<file path="src/rtl/int_to_float_pkg.sv">
// Shared types and constants for the integer-to-float converter.
package int_to_float_pkg;

   typedef enum logic [1:0] {
      IDLE  = 2'd0,
      NORM  = 2'd1,
      ROUND = 2'd2,
      DONE  = 2'd3
   } state_t;

   localparam int EXP_W  = 8;
   localparam int FRAC_W = 23;

   localparam logic [EXP_W-1:0] EXP_BIAS  = 8'd127;
   // A magnitude with its leading one already at bit 31 has value 2^31.
   localparam logic [EXP_W-1:0] EXP_START = EXP_BIAS + 8'd31;

endpackage

</file>
<file path="src/rtl/ieee754_rounder.sv">
// Combinational fraction rounder. Define INT_TO_FLOAT_ROUND_EN for
// round-to-nearest-even; otherwise the fraction is truncated.
module ieee754_rounder
   import int_to_float_pkg::*;
(
   input  logic [FRAC_W-1:0] fraction,
   input  logic              guard,
   input  logic              sticky,
   input  logic [EXP_W-1:0]  exp,
   output logic [FRAC_W-1:0] fraction_rnd,
   output logic [EXP_W-1:0]  exp_rnd,
   output logic              inexact
);

   logic              round_up;
   logic              carry;
   logic [FRAC_W-1:0] frac_sum;

`ifdef INT_TO_FLOAT_ROUND_EN
   assign round_up = guard & (sticky | fraction[0]);
`else
   assign round_up = 1'b0;
`endif

   // A carry out of the fraction leaves it all zeros and bumps the exponent.
   assign {carry, frac_sum} = {1'b0, fraction} + {{FRAC_W{1'b0}}, round_up};
   assign fraction_rnd      = frac_sum;
   assign exp_rnd           = exp + {{(EXP_W-1){1'b0}}, carry};
   assign inexact           = guard | sticky;

endmodule

</file>
<file path="src/rtl/int_to_float_seq.sv">
// Sequential int32 -> IEEE754 single converter, one operand in flight.
// Rounding mode selected by INT_TO_FLOAT_ROUND_EN (see ieee754_rounder).
module int_to_float_seq
   import int_to_float_pkg::*;
#(
   parameter int SHIFT_STEP = 1
)(
   input  logic        clk,
   input  logic        rst_n,
   input  logic        in_valid,
   output logic        in_ready,
   input  logic [31:0] in_int,
   output logic        out_valid,
   input  logic        out_ready,
   output logic [31:0] out_float,
   output logic        out_inexact,
   output logic        busy
);

   localparam logic [EXP_W-1:0] STEP_EXP = EXP_W'(SHIFT_STEP);

   state_t             state;
   logic               sign;
   logic [31:0]        mag;
   logic [EXP_W-1:0]   exp;

   logic [31:0]        in_abs;
   logic               norm_wide;
   logic [FRAC_W-1:0]  frac_rnd;
   logic [EXP_W-1:0]   exp_rnd;
   logic               inexact_rnd;

   // Two's-complement negate; -2^31 wraps onto itself as unsigned 0x80000000.
   assign in_abs    = in_int[31] ? (~in_int + 32'd1) : in_int;
   assign norm_wide = (mag[31 -: SHIFT_STEP] == '0);

   assign in_ready  = (state == IDLE);
   assign busy      = (state != IDLE);

   ieee754_rounder u_rounder (
      .fraction     (mag[30:8]),
      .guard        (mag[7]),
      .sticky       (|mag[6:0]),
      .exp          (exp),
      .fraction_rnd (frac_rnd),
      .exp_rnd      (exp_rnd),
      .inexact      (inexact_rnd)
   );

   always_ff @(posedge clk) begin
      if (!rst_n) begin
         state       <= IDLE;
         sign        <= 1'b0;
         mag         <= '0;
         exp         <= '0;
         out_valid   <= 1'b0;
         out_float   <= '0;
         out_inexact <= 1'b0;
      end else begin
         case (state)
            IDLE: begin
               if (in_valid) begin
                  sign <= in_int[31];
                  mag  <= in_abs;
                  exp  <= EXP_START;
                  if (in_int == 32'd0) begin
                     out_float   <= '0;
                     out_inexact <= 1'b0;
                     out_valid   <= 1'b1;
                     state       <= DONE;
                  end else begin
                     state <= NORM;
                  end
               end
            end
            NORM: begin
               if (mag[31]) begin
                  state <= ROUND;
               end else if (norm_wide) begin
                  mag <= mag << SHIFT_STEP;
                  exp <= exp - STEP_EXP;
               end else begin
                  mag <= mag << 1;
                  exp <= exp - 8'd1;
               end
            end
            ROUND: begin
               out_float   <= {sign, exp_rnd, frac_rnd};
               out_inexact <= inexact_rnd;
               out_valid   <= 1'b1;
               state       <= DONE;
            end
            DONE: begin
               if (out_ready) begin
                  out_valid <= 1'b0;
                  state     <= IDLE;
               end
            end
            default: state <= IDLE;
         endcase
      end
   end

endmodule
</file>
<file path="config.mk">
export PLATFORM = sky130hd
export DESIGN_NAME = int_to_float_seq
export DESIGN_NICKNAME = d
export VERILOG_FILES = /design/src/rtl/int_to_float_pkg.sv /design/src/rtl/ieee754_rounder.sv /design/src/rtl/int_to_float_seq.sv
export SDC_FILE = /design/constraint.sdc
export NUM_CORES = 1
export LEC_CHECK = 0
export ABC_CLOCK_PERIOD_IN_PS = 5800
export CELL_PAD_IN_SITES_DETAIL_PLACEMENT = 1
export CELL_PAD_IN_SITES_GLOBAL_PLACEMENT = 1
export CORE_UTILIZATION = 43
export CTS_CLUSTER_SIZE = 28
export DETAILED_ROUTE_END_ITERATION = 6
export PLACE_DENSITY_LB_ADDON = 0.1
export SLEW_MARGIN = 20
export SYNTH_ARGS = -nofsm -noshare
export SYNTH_HDL_FRONTEND = slang
export SYNTH_SLANG_ARGS = --single-unit
</file>
<file path="constraint.sdc">
create_clock -name clk -period 5.8 [get_ports clk]
set_input_delay 0.87 -clock clk [delete_from_list [all_inputs] [get_ports clk]]
set_output_delay 0.87 -clock clk [all_outputs]
set_load 0.005 [all_outputs]
</file>
[After elaboration in Yosys (flattened, before gate mapping)]
Index checks and enable logic that the tools add are counted.
Word-level totals
  register bits: 77
  input port bits: 36
Operators by class
  equal/unequal tests: 8
  mux-type cells: 22
  reductions and logical operators: 13
  bitwise logic cells: 2
  add/subtract/negate cells: 2
Operators with widths (number)
  $mux W32: 5
  $pmux W32 S2: 2
  $add A32 B1 Y32 const B: 1
  $logic_not A32 Y1: 1
  $not A32 Y32: 1
  $mux W8: 2
  $pmux W8 S2: 1
  $reduce_and A3 Y1: 3
  $mux W2: 4
  $ne A2 B2 Y1 const B: 4
  $pmux W2 S4: 1
  $sub A8 B1 Y8 const B: 1
  $reduce_or A7 Y1: 1
  $reduce_bool A2 Y1: 3
  $mux W1: 5
  $eq A2 B2 Y1 const B: 2
  $reduce_and A2 Y1: 2
  $reduce_and A4 Y1: 1
  $pmux W1 S3: 1
  $reduce_bool A3 Y1: 1
  $eq A2 B1 Y1 const B: 1
  $logic_not A2 Y1: 1
  $ne A2 B1 Y1 const B: 1
  $pmux W1 S2: 1
  $or A1 B1 Y1: 1

[Logic depth before layout (Yosys ltp)]
  depth after elaboration: 5
  mapped depth: 11
  mapped depth without buffers: 7

[By module]
From an unflattened synthesis, not the netlist that was laid out.
Second synthesis, totals
  cells, all modules: 558
  area, all modules: 4712.0 µm²
By module, submodules not included
  int_to_float_seq: cells an instance 526, times used 1, area each 4473.0 µm²
  ieee754_rounder: cells an instance 32, times used 1, area each 239.0 µm²

[Least setup slack after synthesis]
OpenSTA, ideal clock, no wires.
  path type: input-to-reg
  from: input in_int[10]
  to: register out_float[12]
  required time: 5.739 ns
  stages: 8
  slack: 2.643 ns
  arrival time: 3.096 ns
  path through: or4_1 buf_2 or3_1 buf_6 or4_4 o21ai_4 buf_6 a32o_1
Between the ends
  longest elaborated chain between the ends: 3
Ends and longest elaborated chain
  start, declared: line int_to_float_seq.sv:12  | input logic [31:0] in_int,
  $logic_not A32 Y1: line int_to_float_seq.sv:66  | if (in_int == 32'd0) begin
  $ne A2 B1 Y1 (no source line)
  $reduce_and A3 Y1 (no source line)
  end signal, assigned: line int_to_float_seq.sv:88  | out_float <= {sign, exp_rnd, frac_rnd};
  end, declared: line int_to_float_seq.sv:15  | output logic [31:0] out_float,
Every way passes these cells.
A chain may end at the register's enable or synchronous reset.

[Worst setup path after layout]
  from: input in_int[10]
  to: register out_float[10]
Same word-level chain as after synthesis.

==> summary.log <==
[run_status] run status complete, no violations
[power] reported leakage power 1.69 nW
[critical_path] arrival time of data at the critical path endpoint 4.30 ns
[place] total of buffers placed on input and output ports 71
[place] number of cells in the design after placement 604
[detailed_routing] total routed wirelength 12.2 mm
[clock_tree] number of setup buffers added after CTS 0
[place] final RePlAce weighted congestion 0.760
[floorplan] Initial Utilization 0.442
[yosys] number of synthesized register bits 77
[final_layout] layout cell share with drive strength beyond 1 0.0707
[yosys] ranking of synthesized cells by area dfxtp_1, a32o_1, clkbuf_1, o21ai_0, a21oi_1
[sta] Setup-failing EPs final 0
[sta] number of max-slew violations in the final report 0
[critical_path] flop2flop setup slack 2.61 ns
[yosys] synthesized area 4040 sq um
[clock_tree] Post-CTS Hold Buffers 0
[yosys] Synth area leader dfxtp_1
[grt] via count of the first global-routing pass 3849
[clock_tree] buffers from clock root to sink, at most 2
[grt] GRT Total Usage 0.259
[yosys] dominant cell by count in the synthesized netlist dfxtp_1
[clock_tree] TritonCTS Buffers 9
[floorplan] Die X-Extent 99.0 microns
[min_path] HP Start sign$_SDFFE_PN0P_
[min_path] endpoint with the worst hold slack sign$_SDFFE_PN0P_
[clock_tree] clock latency of the later-clocked register in the worst-skew pair 0.36 ns
[detailed_routing] detailed-route DRC error count 0
[yosys] top cell type's share of synthesized area 0.381
[sta] slew at the pin closest to its max-slew limit 0.920 ns
[sta] hold violation count in the final report 0
[sta] worst clock skew 0.0117 ns
[power] worst voltage drop across the vdd grid 0.166 mV
[yosys] list of most frequent post-synthesis cells dfxtp_1, clkbuf_1, a32o_1, nor2_1, o21ai_0
[critical_path] critical path launch point type primary input
[final_layout] area delta synth->final 23.6%
[power] PD cells 438 nW/um^2
[sta] Min Clock Period, post-route 4.00 ns
[final_layout] antenna cell count 0
[yosys] fraction of the yosys area taken by sequential cells 0.381
[detailed_routing] Vias 3973
[clock_tree] TritonCTS clock tree built
[floorplan] Die H 99.0 microns
[final_layout] NumNets Final 548
[final_layout] post-route insts no fill 620
[floorplan] I/O pin count 72
[clock_tree] CTS Root Buffer Type clkbuf_8
[yosys] post-synthesis cell type count 57
[yosys] cell count after synthesis 456
[place] half-perimeter wire length of the detailed placement result 8.58 mm
[critical_path] worst endpoint required time 6.10 ns
[critical_path] cell with the largest stage delay on the worst path o21ai_4
[yosys] ys flop type dfxtp_1
[grt] grt total ovfl 0
[critical_path] crit path cell chain clkdlybuf4s50_1 > or4_1 > or3_1 > or4_4 > o21ai_4 > a32o_1
[detailed_routing] remaining antenna violation count 0
[critical_path] critical path start-end classification in -> reg
[critical_path] origin of the critical flop-to-flop path state[1]$_SDFFE_PN0P_
[floorplan] floorplan die area 9790 sq um
[floorplan] num rows 35
[sta] normalized max-slew margin 0.387
[critical_path] critical-path maximum fanout 33
[sta] Setup Total Neg Slack 0 ns
[grt] initial antenna violation count 0
[yosys] number of enable-type register cells in the synthesized netlist 0
[yosys] YS warnings 0
[critical_path] capturing point of the worst reg2reg path mag[29]$_SDFFE_PN0P_
[floorplan] Core ar. 9150 sq um
[clock_tree] Gates resized, CTS repair 0
[yosys] share of flip-flops with an asynchronous set or reset 0
[sta] unrepaired setup endpoints after global routing false
[clock_tree] htree depth 3
[yosys] Avg Inst Size Synth 8.87 sq um
[critical_path] Max stage delay on crit path 0.73 ns
[run] number of max-cap violations 0
[min_path] Hold Path Class reg -> reg
[min_path] cell depth of the worst hold path 2
[detailed_routing] count of TritonRoute iterations in the first routing pass 5
[critical_path] element type at the critical path end flip-flop
[detailed_routing] routed length per placed instance 19.7 microns
[grt] wire length of the first global-routing pass 20.0 mm
[clock_tree] CTS clk-pin slew, worst paths 0.08 ns
[detailed_routing] mean number of vias per cell 6.41
[sta] Max Fclk 250 MHz
[clock_tree] clock tree sinks 77
[yosys] number of nets in the synthesized netlist 500
[sta] share of the clock period used by the worst path after layout 0.690
[critical_path] depth of the most critical reg-to-reg path 9
[grt] largest net degree at the start of global routing 50
[detailed_routing] DRT iter0 DRCs 225
where the power goes:
group | internal, W | leakage, nW | total, W | switching [W]
clock | 0.000255 | 0.106 | 0.000462 | 0.000207
sequential | 0.000670 | 0.629 | 0.000811 | 0.000142
combinational | 0.000353 | 0.953 | 0.000913 | 0.000560
total | 0.00128 | 1.69 | 0.00219 | 0.000908
routing by layer:
layer | share of wire | up-vias | GRT usage
met4 | 0.012 | 0 | 0.0666
met2 | 0.46 | 130 | 0.426
met3 | 0.048 | 12 | 0.0418
met1 | 0.48 | 1960 | 0.353
li1 | - | 1871 | -
met5 | 0 | - | 0
cells by family after synthesis:
logic type               share of synthesized area
multiplexers                                0.0180
flip-flops                                   0.381
buffers and inverters                       0.0607
AO/OA/AOI/OAI                                0.289
adder cells (fa/ha/maj)                     0.0248
XOR/XNOR                                    0.0477
AND/OR/NAND/NOR                              0.179
through the flow:
step           worst slack [ns]  total power [W]  utilization  hold WS [ns]  area (sq um)
6_report                   1.80          0.00219        0.546         0.467          4990
5_1_grt                    1.65          0.00234        0.546         0.481          4990
3_5_place_dp               1.41          0.00172        0.521         0.457          4770
2_1_floorplan              2.64          0.00140            -         0.437          4040
4_1_cts                    1.78          0.00219        0.546         0.471          4990
3_3_place_gp               1.54          0.00167        0.521         0.447          4770
placed cells by master, fill, tap and decap left out, types with 9 or more instances in the layout:
cell type	n
nand3_1	9
or3_1	13
o31ai_1	10
dfxtp_1	77
xor2_1	10
xnor2_1	12
nor2_1	26
o21ai_0	26
a21oi_1	23
nor4_1	15
nor3_1	10
clkbuf_8	10
a32o_1	32
or4_1	9
nand2_1	25
clkdlybuf4s50_1	71
inv_1	14
state kept, by name, indices dropped and copies added, names as in the netlist:
name and count:
out_valid 1, exp 8, mag 32, state 2
out_float 32, out_inexact 1, sign 1
cell type report:
cell class / count / area (sq um)
Inverter: 15 / 56.3
Sequential cell: 77 / 1540
Fill cell: 1070 / 4160
Clock buffer: 11 / 141
Tap cell: 111 / 139
Clock inverter: 5 / 83.8
Multi-Input combinational cell: 322 / 2260
Timing Repair Buffer: 79 / 771
critical path: cells and delay by family:
family	cells	cell delay (ns)
AO/OA/AOI/OAI	2	1.00
buffers and inverters	1	0.45
AND/OR/NAND/NOR	3	1.96
worst max path at each step:
| stage | start | end | slack, ns | cells past startpoint |
|---|---|---|---|---|
| after floorplan | in_int[10] | out_float[12]$_SDFFE_PN0P_ | 2.64 | 8 |
| final | in_int[10] | out_float[10]$_SDFFE_PN0P_ | 1.80 | 6 |
| after detailed placement | in_int[10] | out_float[10]$_SDFFE_PN0P_ | 1.41 | 6 |
| after global routing | in_int[10] | out_float[9]$_SDFFE_PN0P_ | 1.65 | 6 |
| after global placement | in_int[10] | out_float[23]$_SDFFE_PN0P_ | 1.54 | 6 |
| after CTS | in_int[10] | out_float[10]$_SDFFE_PN0P_ | 1.78 | 6 |
Power figures use the tool's default switching activity.
